**src/rtl/bcd2hex.sv**
```systemverilog
// Sequential BCD-to-binary converter (reverse double dabble) with start/valid
// handshake, output range saturation and illegal-digit detection.
module bcd2hex #(
  parameter int input_size_in_nybbles = 6,
  parameter int output_width          = 16
) (
  input  logic                               clock,
  input  logic                               reset,
  input  logic                               start,
  input  logic [4*input_size_in_nybbles-1:0] bcd_in,
  output logic                               busy,
  output logic                               valid,
  output logic [output_width-1:0]            hex_out,
  output logic                               overflow,
  output logic                               error,
  output logic [1:0]                         fsm_state
);

  localparam int D  = input_size_in_nybbles;
  localparam int N  = 4 * D;
  localparam int W  = output_width;
  localparam int CW = $clog2(N) + 1;

  typedef enum logic [1:0] {
    IDLE  = 2'd0,
    SHIFT = 2'd1,
    DONE  = 2'd2
  } state_t;

  state_t          state;
  logic [N-1:0]    scratch;
  logic [N-1:0]    acc;
  logic [CW-1:0]   cnt;
  logic            err_pending;

  logic [N-1:0]    shifted;
  logic [N-1:0]    corrected;
  logic            bad_digit;
  logic            high_nz;

  assign fsm_state = state;

  // A digit above 9 anywhere in the request short-circuits straight to DONE.
  always_comb begin
    bad_digit = 1'b0;
    for (int i = 0; i < D; i++) begin
      if (bcd_in[4*i +: 4] > 4'd9) bad_digit = 1'b1;
    end
  end

  // One reverse-dabble step: shift right, then pull every digit >= 8 back by 3.
  always_comb begin
    shifted   = {1'b0, scratch[N-1:1]};
    corrected = shifted;
    for (int i = 0; i < D; i++) begin
      if (shifted[4*i +: 4] >= 4'd8) corrected[4*i +: 4] = shifted[4*i +: 4] - 4'd3;
    end
  end

  generate
    if (W < N) begin : g_range
      assign high_nz = |acc[N-1:W];
    end else begin : g_full
      assign high_nz = 1'b0;
    end
  endgenerate

  always_ff @(posedge clock) begin
    if (reset) begin
      state       <= IDLE;
      busy        <= 1'b0;
      valid       <= 1'b0;
      hex_out     <= '0;
      overflow    <= 1'b0;
      error       <= 1'b0;
      scratch     <= '0;
      acc         <= '0;
      cnt         <= '0;
      err_pending <= 1'b0;
    end else begin
      case (state)
        IDLE: begin
          valid <= 1'b0;
          busy  <= start;
          if (start) begin
            scratch     <= bcd_in;
            acc         <= '0;
            cnt         <= '0;
            err_pending <= bad_digit;
            state       <= bad_digit ? DONE : SHIFT;
          end
        end
        SHIFT: begin
          acc     <= {scratch[0], acc[N-1:1]};
          scratch <= corrected;
          cnt     <= cnt + 1'b1;
          if (cnt == CW'(N - 1)) state <= DONE;
        end
        DONE: begin
          valid <= 1'b1;
          if (err_pending) begin
            hex_out  <= '0;
            error    <= 1'b1;
            overflow <= 1'b0;
          end else if (high_nz) begin
            hex_out  <= '1;
            error    <= 1'b0;
            overflow <= 1'b1;
          end else begin
            hex_out  <= acc[W-1:0];
            error    <= 1'b0;
            overflow <= 1'b0;
          end
          // busy stays high through the valid cycle and drops in IDLE
          state <= IDLE;
        end
        default: begin
          state <= IDLE;
          busy  <= 1'b0;
          valid <= 1'b0;
        end
      endcase
    end
  end

endmodule

```
**config.mk**
```make
export PLATFORM = sky130hd
export DESIGN_NAME = bcd2hex
export DESIGN_NICKNAME = d
export VERILOG_FILES = /design/src/rtl/bcd2hex.sv
export SDC_FILE = /design/constraint.sdc
export NUM_CORES = 1
export LEC_CHECK = 0
export ABC_AREA = 1
export CAP_MARGIN = 25
export CORE_AREA = 2 2 57 113
export CTS_BUF_LIST = sky130_fd_sc_hd__clkbuf_8
export CTS_CLUSTER_DIAMETER = 30
export DETAILED_ROUTE_END_ITERATION = 16
export DIE_AREA = 0 0 59 115
export GPL_ROUTABILITY_DRIVEN = 0
export GPL_TIMING_DRIVEN = 0
export PLACE_DENSITY = 0.85
export SYNTH_ARGS = -nofsm -noshare
export SYNTH_HDL_FRONTEND = slang
export SYNTH_SLANG_ARGS = --single-unit
```
**constraint.sdc**
```tcl
create_clock -name clock -period 4 [get_ports clock]
set_clock_uncertainty 0.1 [all_clocks]
set_input_delay 0.6 -clock clock [delete_from_list [all_inputs] [get_ports clock]]
set_output_delay 0.6 -clock clock [all_outputs]
set_load 0.01 [all_outputs]
```
---- After elaboration in Yosys (flattened, before gate mapping) ----
Index checks and enable logic that the tools add are counted.
W data, S select, Z words.
operators by class
  bitwise gates (word level) .............. 0
  multiply operators ...................... 0
  div/mod/pow operators ................... 0
  shift operators ......................... 0
  mux-type cells .......................... 28
  add/subtract/negate cells ............... 6
  eq/ne operators ......................... 5
  order comparisons ....................... 11
  reduce and logical (&&, ||, !) cells .... 7
operators by type and width
  operator               number
  $pmux W24 S2           2
  $mux W24               2
  $mux W16               2
  $gt A4 B4 Y1 const B   6
  $ge A4 B4 Y1 const B   5
  $mux W4                5
  $sub A4 B2 Y4 const B  5
  $pmux W6 S2            1
  $mux W1                9
  $reduce_or A8 Y1       1
  $add A6 B1 Y6 const B  1
  $eq A6 B5 Y1 const B   1
  $mux W2                3
  $mux W6                1
  $reduce_and A2 Y1      3
  $ne A2 B2 Y1 const B   2
  $pmux W1 S2            2
  $pmux W2 S2            1
  $eq A2 B1 Y1 const B   1
  $eq A2 B2 Y1 const B   1
  $logic_not A2 Y1       1
  $reduce_bool A2 Y1     1
  $reduce_or A2 Y1       1
storage, ports and cells
  bits in read-only memories .............. 0
  latch bits .............................. 0
  bits in registers ....................... 77
  RAM bits ................................ 0
  word-level logic and storage cells ...... 67
  memories ................................ 0

---- Depth between registers and ports, before layout ----
  depth in word-level cells ............... 10
  depth in mapped cells ................... 10
  mapped depth without buffers ............ 10

---- Least setup slack after synthesis ----
Ideal clock, no wire load.
  kind .................................... register to register
  start ................................... register state[0], in the netlist fsm_state[0]
  end ..................................... register scratch[12]
  cell stages (with the launch flop) ...... 10
  data arrival time ....................... 1,389 ps
  path slack .............................. 2,395 ps
  data required time ...................... 3,784 ps
  cells stage by stage .................... dfxtp_1 > inv_1 > ha_1 > nand2_2 > o21ai_4 > inv_2 > buf_2 > nand2_1 > o211ai_1 > inv_1
between the ends
  word-level cells in the longest chain between the ends .. 3
  elaborated cells between the ends (all ways) .. 6
ends and longest elaborated chain
  element                                                              line  source
  from (decl)                                                          30    state_t state;
  from (signal assigned)                                               90    state <= bad_digit ? DONE : SHIFT;
  $eq A2 B1 Y1 / $logic_not A2 Y1 (equally long branches)              81    case (state)
  $reduce_bool A2 Y1 (no line) / $ne A2 B2 Y1 (equally long branches)  n/a
  $reduce_and A2 Y1 (no line)                                          n/a
  to (signal assigned)                                                 86    scratch <= bcd_in;
  to (signal assigned)                                                 95    scratch <= corrected;
  to (decl)                                                            31    logic [N-1:0] scratch;
Parallel ways exist; a longest one is shown, timed or not.
A chain may end at the register's enable or synchronous reset.

---- Worst setup path after layout ----
  start ................................... register state[0], in the netlist fsm_state[0]
  end ..................................... output fsm_state[0]
RTL lines
  element    line  source
  to (decl)  16    output logic [1:0] fsm_state
No word-level cell between the ends.

==> key figures <==
Outcome
  • Status: finished, final reports clean

Final layout
  • Area Overhead vs Synth: 21.53%
  • Fill count: 481
  • Area of the multi-input gates: 0.001668 mm2
  • Nets: 565
  • Share of cells above drive strength 1: 6.616%
  • Diode count: 0
  • Register area: 0.001541 mm2

Floorplanning
  • Row cnt: 40
  • Core Box Area: 0.005906 mm2
  • Ports: 49
  • Die area: 0.006785 mm2
  • Initial Utilization: 59.05%
  • Die span in y: 115 um
  • Chip width: 59 um

Critical path
  • Crit. End Element: primary output
  • R2r endpoint: scratch[12]
  • Worst path depth: 1
  • WS Path Type: reg2out
  • Buffers & Inverters on Critical Path: 1
  • Worst setup SP type: flop
  • Cell family with most CP delay: buffers and inverters
  • Crit-path max FO: 4
  • Origin of the critical flop-to-flop path: fsm_state[0]
  • Last element of the critical path: fsm_state[0]
  • Crit path required time: 3.30 ns
  • Arrival time of the worst setup path: 1.34 ns
  • Worst path max stage delay: 0.58 ns
  • R2R Setup Slk: 2.04 ns
  • Worst Setup SP: fsm_state[0]
  • Reg2reg path depth: 9
  • Slowest-stage cell, CP: clkdlybuf4s50_1
  • Ordered cell list for the critical path: clkdlybuf4s50_1

Timing
  • Worst-Margin Slew: 0.5827 ns
  • Final worst slack: 1.956 ns
  • Setup TNS: 0 ns
  • Fmax: 489.3 MHz
  • Final slew viol count: 0
  • Final setup vio count: 0
  • Period utilization: 51.09%
  • Minimum clock period: 2.044 ns
  • Hold Violations, Final: 0
  • RSZ-0062 raised after global routing: false
  • Slew HR: 60.74%

Yosys
  • Largest family of logic cells by synthesized area: compound AO/OA/AOI/OAI gates
  • FFs w/ async S/R, synth: 0%
  • Synth Area in Compound Gates: 21.06%
  • Syn avg cell area: 7.483 um2
  • Post-Synth Simple-Gate Area: 19.23%
  • Mux share of post-synthesis cell area: 0%
  • Adder-cell share of the synthesized area: 5.023%
  • Synth Area in XOR/XNOR: 2.512%
  • Yosys cell types: 31
  • Flops & latches, synth: 77
  • Most frequent cell after synthesis: nand2_1
  • Synth Flop Type: dfxtp_1
  • Cell Area, Synth: 0.003487 mm2
  • Commonest cells in the netlist: nand2_1, dfxtp_1, a21oi_1
  • EDFF count, synth: 0
  • Post-synth top area share: 44.21%
  • Post-Synthesis Cells: 466
  • Top post-synthesis cells by area: dfxtp_1, nand2_1, a21oi_1
  • Mapped Nets: 507
  • Largest area contributor in the netlist: dfxtp_1
  • Yosys warning count: 0
  • Post-synthesis sequential area ratio: 44.21%

Clock tree
  • Clk sinks: 77
  • Total CTS buffers: 9
  • Setup bufs post-CTS: 0
  • CTS tree: yes
  • Root Buffer: clkbuf_8
  • Post-CTS sizing: 0
  • CTS max path bufs: 2
  • Post-CTS Hold Buffers: 0
  • Htree depth: 3
  • Reg clk slew, reported paths: 0.08 ns
  • Clk_lat worst skew: 0.35 ns

GRT
  • Number of global-route vias before repair: 2941
  • Global-route usage over all layers: 25.79%
  • Largest net degree at the start of global routing: 14
  • Initial antenna violation count: 0
  • Global-route wire length before repair: 13.48 mm
  • Grt ovf: 0

Routing
  • Final wirelength: 8.057 mm
  • Vias after detailed routing: 3242
  • Drt pass-1 iters: 5
  • Vias/cell: 5.476
  • Routed Antenna Nets: 0
  • Initial drt markers: 236
  • DRC viols: 0
  • Avg WL per Cell: 13.61 um

Hold path
  • Hold WC Path Type: reg2reg

Power
  • Cell Pwr Density: 375.8 mW/mm2
  • LEAKAGE: 1.624 nW
  • Worst VDD drop: 0.3080 mV
  • Pwr Total: 1.593 mW

Placed design
  • Port Buffers: 47
  • Detailed Place HPWL: 5.630 mm
  • Place WS: 1.792 ns

Flow run
  • Max_cap viols: 0
==> routing by layer <==
layer  routed length, um  track usage [%]  vias to the layer above
met5                   0                0                        -
met4                 264            14.24                        0
met3                 512            4.499                       19
met2                3717            38.96                      119
met1                3563            34.30                     1456
li1                    -                -                     1648
==> cell type report <==
type / instances / share of cell area (%)
multi-input combinational: 324 / 39.36
sequential: 77 / 36.37
timing repair buffer: 47 / 11.10
inverter: 40 / 3.543
clock buffer: 10 / 3.248
buffer: 25 / 3.012
tap: 63 / 1.860
clock inverter: 6 / 1.506
==> sequential cells by signal, summed over array words and instances (netlist names) <==
signal and cells:
acc 24, scratch 24, hex_out 16, cnt 6, fsm_state 2, busy 1, err_pending 1, error 1
overflow 1, valid 1
==> cells in the final DEF, fill, tap and decap left out, types with 3 or more instances in the layout <==
cell type        netlist  routed
o21ai_1                5       5
a31oi_1               21      21
clkdlybuf4s50_1        0      47
xnor2_1                9       9
a21oi_1               55      55
o21ai_0               33      33
nor2_1                25      25
a211oi_1               3       3
clkbuf_1              11      11
clkinv_1               3       3
o21a_1                 5       5
nand3_1                6       6
buf_2                  9       9
clkbuf_8               0      10
nor3_1                 4       4
ha_1                  14      14
o211ai_1               7       7
nand2_1              127     127
inv_1                 35      36
dfxtp_1               77      77
==> worst min path at each step <==
stage,start,end,slack [ns],cells after the start
6_report,acc[0],acc[0],0.36,2
5_1_grt,acc[0],acc[0],0.39,2
4_1_cts,acc[0],acc[0],0.37,2
3_5_place_dp,acc[0],acc[0],0.35,2
3_3_place_gp,acc[0],acc[0],0.35,2
2_1_floorplan,acc[0],acc[0],0.34,2
==> report_power, final <==
part           total (mW)  internal [mW]  switching (mW)  leakage [nW]
logic               0.200         0.0840           0.116         0.894
clock network       0.583          0.304           0.280         0.104
registers           0.810          0.791          0.0185         0.626
total                1.59           1.18           0.414          1.62
==> cell families after synthesis <==
| family | after synthesis |
|---|---|
| AO/OA/AOI/OAI | 131 |
| XOR/XNOR | 10 |
| adder cells (fa/ha/maj) | 14 |
| buffers and inverters | 65 |
| flip-flops | 77 |
| AND/OR/NAND/NOR | 169 |
==> through the flow <==
step | hold WS (ns) | util, % | instance area [um2] | std cells
finish | 0.3627 | 71.76 | 4238 | 592
global route | 0.3876 | 71.76 | 4238 | 592
CTS | 0.3679 | 71.76 | 4238 | 592
detailed placement | 0.3546 | 68.35 | 4036 | 576
global placement | 0.3496 | 68.35 | 4036 | 576
floorplan | 0.3401 | - | 3487 | 466
(Power assumes the default switching activity.)
==> RTL edit 1: new RTL, same settings <==
Reset style: asynchronous (`reset`), changed in one clocked block.
--- a/src/rtl/bcd2hex.sv
+++ b/src/rtl/bcd2hex.sv
@@ -65,7 +65,7 @@
     end
   endgenerate
 
-  always_ff @(posedge clock) begin
+  always_ff @(posedge clock or posedge reset) begin
     if (reset) begin
       state       <= IDLE;
       busy        <= 1'b0;
Formal check against the unedited RTL: differs if reset is asserted again (counterexample within 4 cycles, from zero or initial values and one cycle with reset high); with reset held inactive, the same outputs for 10 cycles.
==> RTL edit 1 against the unedited design <==
Wire length is 4.9% higher; sequential cell count is the same; design area rose by 8.4%; worst setup slack better by 0.039 ns; area after synthesis up 8.5%; worst hold slack improved by 0.024 ns.
Power is not compared: it rests on default switching activity, and its combinational part moved more than twofold at a synthesized area within 25%.
==> RTL edit 1: results (changes against the unedited design) <==
| Metric | Value |
|---|---|
| Post-Syn Nets | 462 (-8.9%) |
| # nets final | 522 (-7.6%) |
| Port bufs | 48 (+2.1%) |
| Register area | 1930 sq um (+25%) |
| NonClk Buf Share | 14.3% (+0.16 points) |
| WL final | 8.45 mm (+4.9%) |
| Synth cell types | 29 (-6.5%) |
| Vias in the first global route | 3,018 (+2.6%) |
| DP HPWL | 5.68 mm (+0.93%) |
| Compound-Gate Fraction of Synth Area | 16.2% (-4.9 points) |
| Vias per cell | 5.72 (+4.5%) |
| Reg2reg setup slack | 2.23 ns (+0.19 ns) |
| Max-cap viol count | 0 (unchanged) |
| Iter 0 DRT Violations | 264 (+12%) |
| Layout cell share with drive strength beyond 1 | 10.7% (+4.1 points) |
| Xor-xnor portion of the synthesized cell area | 1.62% (-0.89 points) |
| Critical Path AT | 1.30 ns (-0.04 ns) |
| Top_reg_cell synth | dfrtp_1 |
| Fillers | 430 (-11%) |
| Relative slew slack | 62.2% (+1.5 points) |
| Largest net degree at the start of global routing | 51 (+37) |
| Min-delay src | valid$_DFFE_PP0N_ |
| Non-clk bufs | 69 (-4.2%) |
| Synth Area in Adders | 4.63% (-0.39 points) |
| Top cells by area, synth | dfrtp_1 51%, nand2_1 9.7%, inv_1 5.6%, ha_1 4.6%, o22ai_1 4.6% |
| Hold endpoint | valid$_DFFE_PP0N_ |
| Clk root buf | clkbuf_8 |
| Met1 Use GR | 38.9% (+4.6 points) |
| Met3 GRT Util | 5.40% (+0.90 points) |
| Status | completed |
| Clock-cell share of area | 4.85% (+0.094 points) |
| GRT Total Usage | 28.0% (+2.2 points) |
| FF-to-FF path depth | 6 (-3) |
| Worst R2R End | scratch[16]$_DFFE_PP0P_ |
| Area occupied by multi-input gates | 1490 sq um (-11%) |
| Inverters | 58 (+45%) |
| Multi-In Gates | 266 (-18%) |
RTL edit 1: cell types whose count changed after synthesis, moves of 19 or more:
cell / before / now
dfrtp_1: 0 / 77
dfxtp_1: 77 / 0
a21oi_1: 55 / 23
nand2_1: 127 / 98
o22ai_1: 0 / 28
inv_1: 35 / 56
a31oi_1: 21 / 2
RTL edit 1: metal layers:
layer  routed length [microns]  part of all wire, %
met1                      3590                   42
met3                       485                  5.7
met5                         0                    0
met2                      4150                   49
met4                       229                  2.7
RTL edit 1: power by group through the flow:
stage / combinational, mW / clock, mW / sequential (mW)
finish: 0.530 / 0.659 / 0.971
floorplan: 0.349 / 0 / 0.974
detailed placement: 0.524 / 0 / 0.983
global placement: 0.504 / 0 / 0.978
CTS: 0.528 / 0.664 / 0.969
global route: 0.594 / 0.697 / 0.985
RTL edit 1: how the worst max path moves through the flow:
stage | cells past startpoint | endpoint | slack [ns] | startpoint
3_3_place_gp | 2 | hex_out[11]$_DFFE_PP0P_ | 0.15 | reset
5_1_grt | 1 | fsm_state[1] | 1.94 | fsm_state[1]$_DFFE_PP0P_
4_1_cts | 1 | fsm_state[1] | 1.98 | fsm_state[1]$_DFFE_PP0P_
6_report | 1 | fsm_state[1] | 2.00 | fsm_state[1]$_DFFE_PP0P_
3_5_place_dp | 7 | cnt[4]$_DFFE_PP0P_ | 1.95 | start
2_1_floorplan | 1 | acc[0]$_DFFE_PP0P_ | 1.33 | reset
RTL edit 1: metrics by stage:
stage	hold WS, ns	cell area (sq um)	setup slack, ns	util (%)
2_1_floorplan	0.350	3780	1.33	-
3_3_place_gp	0.362	4340	0.149	73.5
3_5_place_dp	0.370	4370	1.95	74.0
4_1_cts	0.389	4590	1.98	77.8
5_1_grt	0.414	4590	1.94	77.8
6_report	0.386	4590	2.00	77.8
==> RTL edit 2: new RTL, config.mk and constraints unchanged <==
Without the edit above. `output_width`: 16 -> 18.
--- a/src/rtl/bcd2hex.sv
+++ b/src/rtl/bcd2hex.sv
@@ -2,7 +2,7 @@
 // handshake, output range saturation and illegal-digit detection.
 module bcd2hex #(
   parameter int input_size_in_nybbles = 6,
-  parameter int output_width          = 16
+  parameter int output_width          = 18
 ) (
   input  logic                               clock,
   input  logic                               reset,
Ports: changed (resized hex_out); port bits go from 49 to 51. The function was not compared with the original's and may differ.
==> RTL edit 2 against the unedited design <==
Non-clock buffer count increased by 4; wire length increased by 4.9%; area after synthesis increased by 2.1%; power decreased by 2.0%; critical path type is now in -> reg; worst hold slack improved by 0.0090 ns; final cell count increased by 3.2%; critical path depth increased by 7; global-route usage increased by 0.73 points; worst setup slack got worse by 0.12 ns; design area increased by 1.8%; register-to-register slack got worse by 0.13 ns; sequential cell count increased by 2; sequential share of layout area increased by 0.30 points.
==> RTL edit 2: results (changes against the unedited design) <==
| Metric | Value |
|---|---|
| Status | completed |
| Critical Path AT | 2.29 ns (+0.95 ns) |
| Synth cell count leaders | 142 x nand2_1, 79 x dfxtp_1, 53 x a21oi_1, 40 x inv_1, 29 x nor2_1 |
| Post-Syn Nets | 524 (+3.4%) |
| Hold endpoint | overflow$_SDFFE_PP0P_ |
| WL/cell | 13.8 microns (+1.6%) |
| DP HPWL | 6.08 mm (+8.0%) |
| Metal-1 WL | 3.73 mm (+4.7%) |
| Met3 wire length | 387 microns (-24%) |
| FF-to-FF path depth | 8 (-1) |
| Worst VDD drop | 0.415 mV (+35%) |
| Leading registers by flop count | acc (24), scratch (24), hex_out (18) |
| Placed instance count | 596 (+3.5%) |
| Vias in the first global route | 3,028 (+3.0%) |
| Critical Path Source | start |
| Post-Place Cell Area | 4140 sq um (+2.6%) |
| Pwr Density | 362 nW/um^2 (-3.7%) |
| Fillers | 488 (+1.5%) |
| WL met2 | 4.12 mm (+11%) |
| Largest stage delay, worst path | 0.48 ns (-0.10 ns) |
| Port bufs | 50 (+6.4%) |
| Post-place setup slack | 1.53 ns (-0.261 ns) |
| Cell leakage power | 1.66 nW (+2.5%) |
| Syn avg cell area | 7.37 sq um (-1.5%) |
| Via count | 3,343 (+3.1%) |
| Reg2reg setup slack | 1.91 ns (-0.13 ns) |
| Worst R2R Start | fsm_state[1]$_SDFFE_PP0P_ |
| First-pass GRT wire length | 13.8 mm (+2.3%) |
| Synth cell types | 29 (-6.5%) |
| Min-delay src | overflow$_SDFFE_PP0P_ |
| GRT Total Usage | 26.5% (+0.73 points) |
| # nets final | 585 (+3.5%) |
| Sequential-to-total area share from yosys stat | 44.4% (+0.21 points) |
| Iter 0 DRT Violations | 173 (-27%) |
| Min Hold Slack | 0.372 ns (+0.00899 ns) |
| Worst-path maximum fanout | 10 (+6) |
| Slew of the pin with the lowest slew margin | 0.604 ns (+0.0208 ns) |
| Layout cell share with drive strength beyond 1 | 6.20% (-0.41 points) |
| Non-filler instance count after layout | 611 (+3.2%) |
| Resized cells post-CTS | 0 (unchanged) |
| Worst R2R End | scratch[9]$_SDFFE_PP0P_ |
| Top cells by area, synth | dfxtp_1 44%, nand2_1 15%, a21oi_1 7.4%, ha_1 4.9%, a31oi_1 4.2% |
-- RTL edit 2: cell count changes after synthesis, sizes merged, moves of 2 or more --
cell,delta
nor2,+3
nand2,+15
a31oi,+3
o21ai,-10
dfxtp,+2
a211oi,-2
inv,+6
a21oi,-2
-- RTL edit 2: layer usage --
metal / GRT usage [%] / up-vias
met2: 42.7 / 93
met3: 5.06 / 16
met1: 34.4 / 1540
met4: 10.5 / 0
li1: - / 1694
met5: 0 / -
-- RTL edit 2: area by class of cell --
type	instances	share of cell area [%]
Clock buffer	10	3.19
Timing Repair Buffer	50	11.6
Sequential cell	79	36.7
Buffer	26	2.90
Clock inverter	5	0.812
Inverter	45	3.92
Multi-Input combinational cell	333	39.1
Tap cell	63	1.83
-- RTL edit 2: cells by family after synthesis --
| kind of cell | after synthesis | share of synthesized area (%) |
|---|---|---|
| flops | 79 | 44.4 |
| compound gates | 122 | 19.5 |
| fa+ha+maj | 14 | 4.92 |
| simple gates | 187 | 20.4 |
| buf+inv | 71 | 8.26 |
| xor+xnor | 10 | 2.46 |
-- RTL edit 2: where the power goes --
part           switching (mW)  internal, mW
clock network           0.291         0.239
logic                   0.118        0.0850
registers              0.0192         0.810
total                   0.428          1.13
-- RTL edit 2: worst max-delay path by stage --
stage                     slack (ns)                       to  cells after the start
final                           1.84  scratch[9]$_SDFFE_PP0P_                      8
after global routing            1.79  scratch[9]$_SDFFE_PP0P_                      8
after CTS                       1.89  scratch[9]$_SDFFE_PP0P_                      8
after detailed placement        1.53  scratch[9]$_SDFFE_PP0P_                      8
after global placement          1.60  scratch[9]$_SDFFE_PP0P_                      8
after floorplan                 2.33  scratch[0]$_SDFFE_PP0P_                      8
